==> src/rtl/ahbl_wait_sram.sv <==
// AHB-Lite responder backed by a small register-file memory, with fixed or LFSR-driven wait
// states and a two-cycle ERROR response for an address window or oversize transfers.
module ahbl_wait_sram #(
  parameter int unsigned       W_ADDR     = 32,
  parameter int unsigned       W_DATA     = 32,
  parameter int unsigned       DEPTH      = 8,
  parameter bit                RANDOM     = 1'b0,
  parameter int unsigned       FIXED_WAIT = 0,
  parameter int unsigned       W_WAIT     = 2,
  parameter logic [15:0]       LFSR_SEED  = 16'hACE1,
  parameter logic [W_ADDR-1:0] ERR_ADDR   = '0,
  parameter logic [W_ADDR-1:0] ERR_MASK   = '0
) (
  input  logic              clk,
  input  logic              rst_n,
  input  logic              ahbls_hready,
  output logic              ahbls_hready_resp,
  output logic              ahbls_hresp,
  input  logic [W_ADDR-1:0] ahbls_haddr,
  input  logic              ahbls_hwrite,
  input  logic [1:0]        ahbls_htrans,
  input  logic [2:0]        ahbls_hsize,
  input  logic [2:0]        ahbls_hburst,
  input  logic [3:0]        ahbls_hprot,
  input  logic              ahbls_hmastlock,
  input  logic [W_DATA-1:0] ahbls_hwdata,
  output logic [W_DATA-1:0] ahbls_hrdata
);

  localparam int unsigned N_BYTES  = W_DATA / 8;
  localparam int unsigned W_OFF    = $clog2(N_BYTES);
  localparam int unsigned W_IDX    = $clog2(DEPTH);
  localparam logic [2:0]  MAX_SIZE = 3'(W_OFF);

  localparam logic [1:0] S_IDLE = 2'd0;
  localparam logic [1:0] S_WAIT = 2'd1;
  localparam logic [1:0] S_ERR1 = 2'd2;
  localparam logic [1:0] S_ERR2 = 2'd3;

  logic [1:0]       state_q, state_d;
  logic [3:0]       cnt_q, cnt_d;
  logic             dphase_q, dphase_d;
  logic             dwrite_q, dwrite_d;
  logic [W_IDX-1:0] idx_q, idx_d;
  logic [W_OFF-1:0] off_q, off_d;
  logic [2:0]       size_q, size_d;
  logic [15:0]      lfsr_q, lfsr_d;
  logic             hready_q, hready_d;
  logic             hresp_q, hresp_d;
  logic [W_DATA-1:0] mem_q [DEPTH];

  logic             accept;
  logic             win_err;
  logic             size_err;
  logic             err_xfer;
  logic             final_cycle;
  logic             wr_en;
  logic [3:0]       wait_cnt;
  logic [15:0]      lfsr_next;
  logic [N_BYTES-1:0] be;

  logic unused;
  assign unused = ^{ahbls_hburst, ahbls_hprot, ahbls_hmastlock, ahbls_htrans[0]};

  assign accept      = ahbls_hready & ahbls_htrans[1];
  assign win_err     = (ERR_MASK != '0) && ((ahbls_haddr & ERR_MASK) == ERR_ADDR);
  assign size_err    = ahbls_hsize > MAX_SIZE;
  assign err_xfer    = win_err | size_err;
  // A pending OKAY data phase sitting in S_IDLE is in its final cycle.
  assign final_cycle = (state_q == S_IDLE) & dphase_q;
  assign wr_en       = final_cycle & dwrite_q;
  assign lfsr_next   = {1'b0, lfsr_q[15:1]} ^ (lfsr_q[0] ? 16'hB400 : 16'h0000);

  always_comb begin
    if (RANDOM) begin
      wait_cnt = 4'(lfsr_q[W_WAIT-1:0]);
    end else begin
      wait_cnt = 4'(FIXED_WAIT);
    end
  end

  // Lane b is enabled when it falls in the same size-aligned block as the latched offset.
  always_comb begin
    be = '0;
    for (int unsigned b = 0; b < N_BYTES; b++) begin
      be[b] = ((W_OFF'(b) >> size_q) == (off_q >> size_q));
    end
  end

  always_comb begin
    state_d  = state_q;
    cnt_d    = cnt_q;
    dphase_d = dphase_q;
    dwrite_d = dwrite_q;
    idx_d    = idx_q;
    off_d    = off_q;
    size_d   = size_q;
    lfsr_d   = lfsr_q;

    case (state_q)
      S_WAIT: begin
        cnt_d = cnt_q - 4'd1;
        if (cnt_q == 4'd1) begin
          state_d = S_IDLE;
        end
      end
      S_ERR1: state_d = S_ERR2;
      default: begin
        state_d  = S_IDLE;
        dphase_d = 1'b0;
      end
    endcase

    if (accept) begin
      idx_d    = ahbls_haddr[W_OFF +: W_IDX];
      off_d    = ahbls_haddr[W_OFF-1:0];
      size_d   = ahbls_hsize;
      dwrite_d = ahbls_hwrite;
      if (err_xfer) begin
        state_d  = S_ERR1;
        dphase_d = 1'b0;
      end else begin
        lfsr_d   = lfsr_next;
        dphase_d = 1'b1;
        if (wait_cnt != 4'd0) begin
          state_d = S_WAIT;
          cnt_d   = wait_cnt;
        end else begin
          state_d = S_IDLE;
        end
      end
    end

    hready_d = (state_d != S_WAIT) && (state_d != S_ERR1);
    hresp_d  = (state_d == S_ERR1) || (state_d == S_ERR2);
  end

  always_ff @(posedge clk or negedge rst_n) begin
    if (!rst_n) begin
      state_q  <= S_IDLE;
      cnt_q    <= '0;
      dphase_q <= 1'b0;
      dwrite_q <= 1'b0;
      idx_q    <= '0;
      off_q    <= '0;
      size_q   <= '0;
      lfsr_q   <= LFSR_SEED;
      hready_q <= 1'b1;
      hresp_q  <= 1'b0;
    end else begin
      state_q  <= state_d;
      cnt_q    <= cnt_d;
      dphase_q <= dphase_d;
      dwrite_q <= dwrite_d;
      idx_q    <= idx_d;
      off_q    <= off_d;
      size_q   <= size_d;
      lfsr_q   <= lfsr_d;
      hready_q <= hready_d;
      hresp_q  <= hresp_d;
    end
  end

  always_ff @(posedge clk or negedge rst_n) begin
    if (!rst_n) begin
      for (int unsigned i = 0; i < DEPTH; i++) begin
        mem_q[i] <= '0;
      end
    end else if (wr_en) begin
      for (int unsigned b = 0; b < N_BYTES; b++) begin
        if (be[b]) begin
          mem_q[idx_q][8*b +: 8] <= ahbls_hwdata[8*b +: 8];
        end
      end
    end
  end

  assign ahbls_hready_resp = hready_q;
  assign ahbls_hresp       = hresp_q;
  assign ahbls_hrdata      = (final_cycle && !dwrite_q) ? mem_q[idx_q] : '0;

endmodule

==> config.mk <==
export PLATFORM = sky130hd
export DESIGN_NAME = ahbl_wait_sram
export DESIGN_NICKNAME = d
export VERILOG_FILES = /design/src/rtl/ahbl_wait_sram.sv
export SDC_FILE = /design/constraint.sdc
export NUM_CORES = 1
export LEC_CHECK = 0
export BUFFER_PORTS_ARGS = -buffer_cell sky130_fd_sc_hd__buf_2
export CORE_MARGIN = 2
export CORE_UTILIZATION = 54
export DETAILED_ROUTE_END_ITERATION = 10
export HOLD_SLACK_MARGIN = 0.02
export PLACE_DENSITY_LB_ADDON = 0.3
export RECOVER_POWER = 25
export REMOVE_ABC_BUFFERS = 1
export SYNTH_ARGS = -nofsm -noshare
export SYNTH_HDL_FRONTEND = slang
export SYNTH_SLANG_ARGS = --single-unit
==> constraint.sdc <==
create_clock -name clk -period 2.2 [get_ports clk]
set_clock_uncertainty 0.05 [all_clocks]
set_input_delay 0.66 -clock clk [delete_from_list [all_inputs] [get_ports clk]]
set_output_delay 0.66 -clock clk [all_outputs]
set_load 0.01 [all_outputs]
* Word level (Yosys, flattened, before mapping) *
Index checks and enable logic that the tools add are counted.
Widths: inputs -> output; s select.

word-level totals
  register bits = 274
  bits in latches = 0
  bits in writable memories = 0
  ROM bits = 0
  input bits = 81
  output and inout port bits = 34
  logic and storage cells = 79
  memories = 0

cells by class
  add/sub/neg operators = 1
  multiply operators = 0
  div/mod/pow operators = 0
  $lt $le $gt $ge = 3
  equality and inequality tests = 12
  shifts and indexed selects = 5
  multiplexer cells = 30
  bitwise gates (word level) = 4
  reduce and logical (&&, ||, !) cells = 7

operators by type and width
  operator             count
  $mux 256             7
  $bwmux 256           4
  $demux 32 s3         4
  $mux 32              4
  $bmux 32 s3          1
  $mux 24              1
  $mux 16              1
  $eq 2x2->1           4
  $mux 8               1
  $eq 2x2->1 const B   3
  $mux 2               3
  $shr 1x3->2 const A  2
  $shr 2x3->2 const A  2
  $eq 4x1->1 const B   1
  $ge 4x4->1 const B   1
  $lt 4x1->1 const B   1
  $ne 2x1->1 const B   2
  $not 3->4            1
  $pmux 2 s2           1
  $sub 4x1->4 const B  1
  $and 1x1->1          3
  $gt 3x2->1 const B   1
  $logic_and 1x1->1    3
  $mux 1               3
  other kinds (7)      7

* Logic depth before layout (Yosys ltp) *
  word-level depth = 16
  mapped depth = 8

* Worst setup path after synthesis *
OpenSTA, ideal clock, no wires.

  path kind = register to output
  start = register idx_q[1]
  end = output port ahbls_hrdata[12]
  arrival time = 1.573 ns
  path slack = -0.083 ns
  cell stages (with the launch flop) = 7
  buffers on the path = 4
  cells stage by stage = dfrtp_1 -> buf_2 -> buf_4 -> buf_2 -> buf_2 -> nand3_1 -> a31oi_1

between the ends
  cells in the longest elaborated chain, start to end = 5

ends and longest elaborated chain
  element                                     RTL line  source
  start: declaration                          44        logic [W_IDX-1:0] idx_q, idx_d;
  start signal: assignment                    155       idx_q <= idx_d;
  $not 3->4 (implied by the code)             180       assign ahbls_hrdata = (final_cycle && !dwrite_q) ? mem_q[idx_q] : '0;
  $bmux 32 s3                                 180
  $mux 32 (implied by the code) (2 in a row)  180
  $mux 32                                     180
  end: declaration                            27        output logic [W_DATA-1:0] ahbls_hrdata

No other way between the ends. The select of a mux whose other input is x is not followed.

* Worst setup path after layout *
  start = register idx_q[1]
  end = output port ahbls_hrdata[18]

Same word-level chain as after synthesis.

==> out/qor.txt <==
Global placement routability congestion -> 0.810
CTS tree -> built
Worst setup path class -> flip-flop to output port
Final Worst Setup Slack -> -0.777 ns
Fill count -> 1450
Slew Viols, Final -> 0
First-pass DRT Iterations -> 5
CP max stage cell -> dfrtp_4
Final nets -> 1213
R2R setup slack -> 0.03 ns
Least-Margin Pin Slew -> 1.45 ns
Fin. Hold Viols -> 0
Status -> finished, violations left
Gr ovfl total -> 0
Failing checks -> setup timing
Min-Delay Endpoint -> off_q[0]
Largest area contributor in the netlist -> dfrtp_1
Reg clk slew, reported paths -> 0.06 ns
Num CTS Buffers -> 30
Initial antenna violation count -> 1
Reg area -> 6860 sq um
Synth area leaders -> dfrtp_1, mux2_2, mux4_2, mux2i_1, a221oi_1
Global-route wire length before repair -> 50700 um
Min Tclk post-route -> 2.98 ns
WP data required -> 1.49 ns
Die W -> 157 um
Ys flop type -> dfrtp_1
FP Rows -> 56
Detailed Route WL -> 34200 um
PortBufs -> 78
Die area -> 24700 sq um
Via count of the first global-routing pass -> 8805
Largest net degree at the start of global routing -> 58
Syn Area/Cell -> 14.2 sq um
Startpoint Class -> flip-flop
Max_cap viols -> 0
Synthesis-to-finish area growth -> 32.5%
H-tree levels -> 1
Cell Count, Final, Fillers Out -> 1460
DP Wirelength -> 20400 um
Num ports -> 115
Util after Layout -> 0.723
Worst-Skew Late Latency -> 0.55 ns
DRT antenna net count -> 0
DRT iter0 DRCs -> 598
Commonest non-fill, non-tap cells in the layout -> mux2_2, dfrtp_1, buf_2
Yosys reg bits -> 274
Distinct cell type count after synthesis -> 50
N_diodes -> 0
Ys async rst share -> 1.00
Drt wl/cell -> 23.5 um
Setup TNS -> -21.66 ns
WHS Path Cells -> 2
Placed insts -> 1362
EDFF count, synth -> 0
Pwr per Cell Area -> 941 nW/um^2
Via/cell ratio -> 5.92
Reg2reg start -> idx_q[2]
Commonest non-fill, non-tap cell in the layout -> mux2_2
Layout cells sized above 1 -> 0.629
Root Driver -> clkbuf_16
CP Cell Sequence -> buf_8, buf_8, mux2_4, a221oi_4, a31o_4, a21oi_2, buf_2
Max FO, Critical Path -> 6
Hold WC Path Type -> primary input to flip-flop
Worst EP arrival -> 2.27 ns
Vias -> 8637
Max Clock Freq -> 336 MHz
Multi-input combinational cell area -> 6170 sq um
Slew headroom -> 0.0342
Hold_sp -> ahbls_haddr[0]
Maximum VDD drop -> 739 uV
Yosys warning total -> 0
Leak -> 0.00790 uW
Capture point of the worst reg-to-reg path -> mem_q[190]
Die Ht -> 157 um
Cell area after synthesis -> 12700 sq um
Worst R2R Path Depth -> 8
CTS Sinks -> 274
Core Footprint -> 23300 sq um
Critical path endpoint category -> output port
Cells after Synth -> 896
Post-synth top area share -> 0.538
Longest Clk Path Bufs -> 3
DRC viols -> 0
Final worst-path cycle share -> 1.35
Total GRT Usage -> 0.269
RSZ-0062 raised after global routing -> yes
CP peak stage delay -> 0.51 ns
Setup violations, final -> 32
Sequential fraction of the synthesis area -> 0.540
Starting Density -> 0.546
Critical path's most frequent cell -> buf_8
-- final cells by class --
type,count,area share
tap,319,0.0237
sequential,274,0.408
multi-input combinational,574,0.367
clock buffer,45,0.0522
timing repair buffer,238,0.145
inverter,6,0.00156
clock inverter,4,0.00290
-- state kept, by name, summed over array words and instances (netlist names) --
register / cells
state_q: 2
off_q: 2
ahbls_hresp: 1
ahbls_hready_resp: 1
dwrite_q: 1
cnt_q: 4
idx_q: 3
mem_q: 256
size_q: 3
dphase_q: 1
-- cell usage after synthesis, types with 3 or more instances --
master and instances:
and2_1 4, buf_4 5, o32ai_1 3, buf_1 4, a21oi_1 27, a22oi_1 17
clkbuf_1 15, a211o_1 4, nor2_2 16, dfrtp_1 273, ha_1 8, a221oi_1 16
mux4_2 22, mux2_2 282, nor2_1 22, nand2_1 27, or2_2 5, nor2b_1 3
nor3_4 8, buf_2 18, nor2_4 8, a31oi_1 11, nand3_1 8, o21ai_0 8
nand2b_1 4, a32oi_1 5, o21a_1 3, a31o_2 3, mux2i_1 27, inv_1 6
a21o_1 8
-- layer usage --
layer	routed length, um	GRT usage	vias to the layer above
li1	-	-	3785
met1	14800	0.386	4516
met2	16700	0.429	262
met3	1910	0.0446	72
met4	855	0.0714	2
met5	13	0	-
-- stage by stage --
stage / setup slack, ns / instance area (sq um) / total power [uW] / hold WS [ns]
finish: -0.777 / 16800 / 15800 / 0.292
global route: -0.841 / 16800 / 16500 / 0.280
global placement: -0.283 / 14600 / 10000 / 0.407
floorplan: -1.63 / 12500 / 8920 / 0.314
detailed placement: -0.284 / 14600 / 10200 / 0.412
CTS: -0.748 / 16100 / 15300 / 0.280
-- power breakdown --
| group | total, uW | leakage, uW | switching, uW | internal, uW |
|---|---|---|---|---|
| Combinational | 4060 | 0.00372 | 1770 | 2290 |
| Sequential | 6980 | 0.00372 | 712 | 6270 |
| Clock | 4780 | 0.000455 | 1940 | 2830 |
-- how the worst max path moves through the flow --
stage	startpoint	to	slack [ns]
6_report	idx_q[1]	ahbls_hrdata[18]	-0.78
5_1_grt	idx_q[1]	ahbls_hrdata[29]	-0.84
4_1_cts	idx_q[1]	ahbls_hrdata[31]	-0.75
3_5_place_dp	idx_q[1]	ahbls_hrdata[8]	-0.28
3_3_place_gp	idx_q[1]	ahbls_hrdata[21]	-0.28
2_1_floorplan	idx_q[1]	ahbls_hrdata[17]	-1.63
-- what timing repair did --
item                                   CTS  global route
pin swaps                               21            35
buffers inserted                        16            30
hold buffers                             1             0
endpoints found under the hold margin   30             0
resized for setup                       85           108
cloned                                   2             5
setup endpoints to repair              136           177
-- cell families (layout without fill, tap and decap cells) --
logic type / after synthesis / count (layout) / synth area share
compound gates: 114 / 114 / 0.0632
xor+xnor: 3 / 3 / 0.00207
fa+ha+maj: 8 / 8 / 0.00789
buf+inv: 49 / 293 / 0.0183
flops: 274 / 274 / 0.540
mux: 331 / 331 / 0.311
simple gates: 117 / 118 / 0.0576
-- critical path: cells and delay by family, from the launching register on --
| kind | cells | cell delay [ns] |
|---|---|---|
| AO/OA/AOI/OAI | 3 | 0.44 |
| multiplexers | 1 | 0.31 |
| buffers and inverters | 3 | 0.44 |
| flip-flops | 1 | 0.51 |
(Power assumes the default switching activity.)
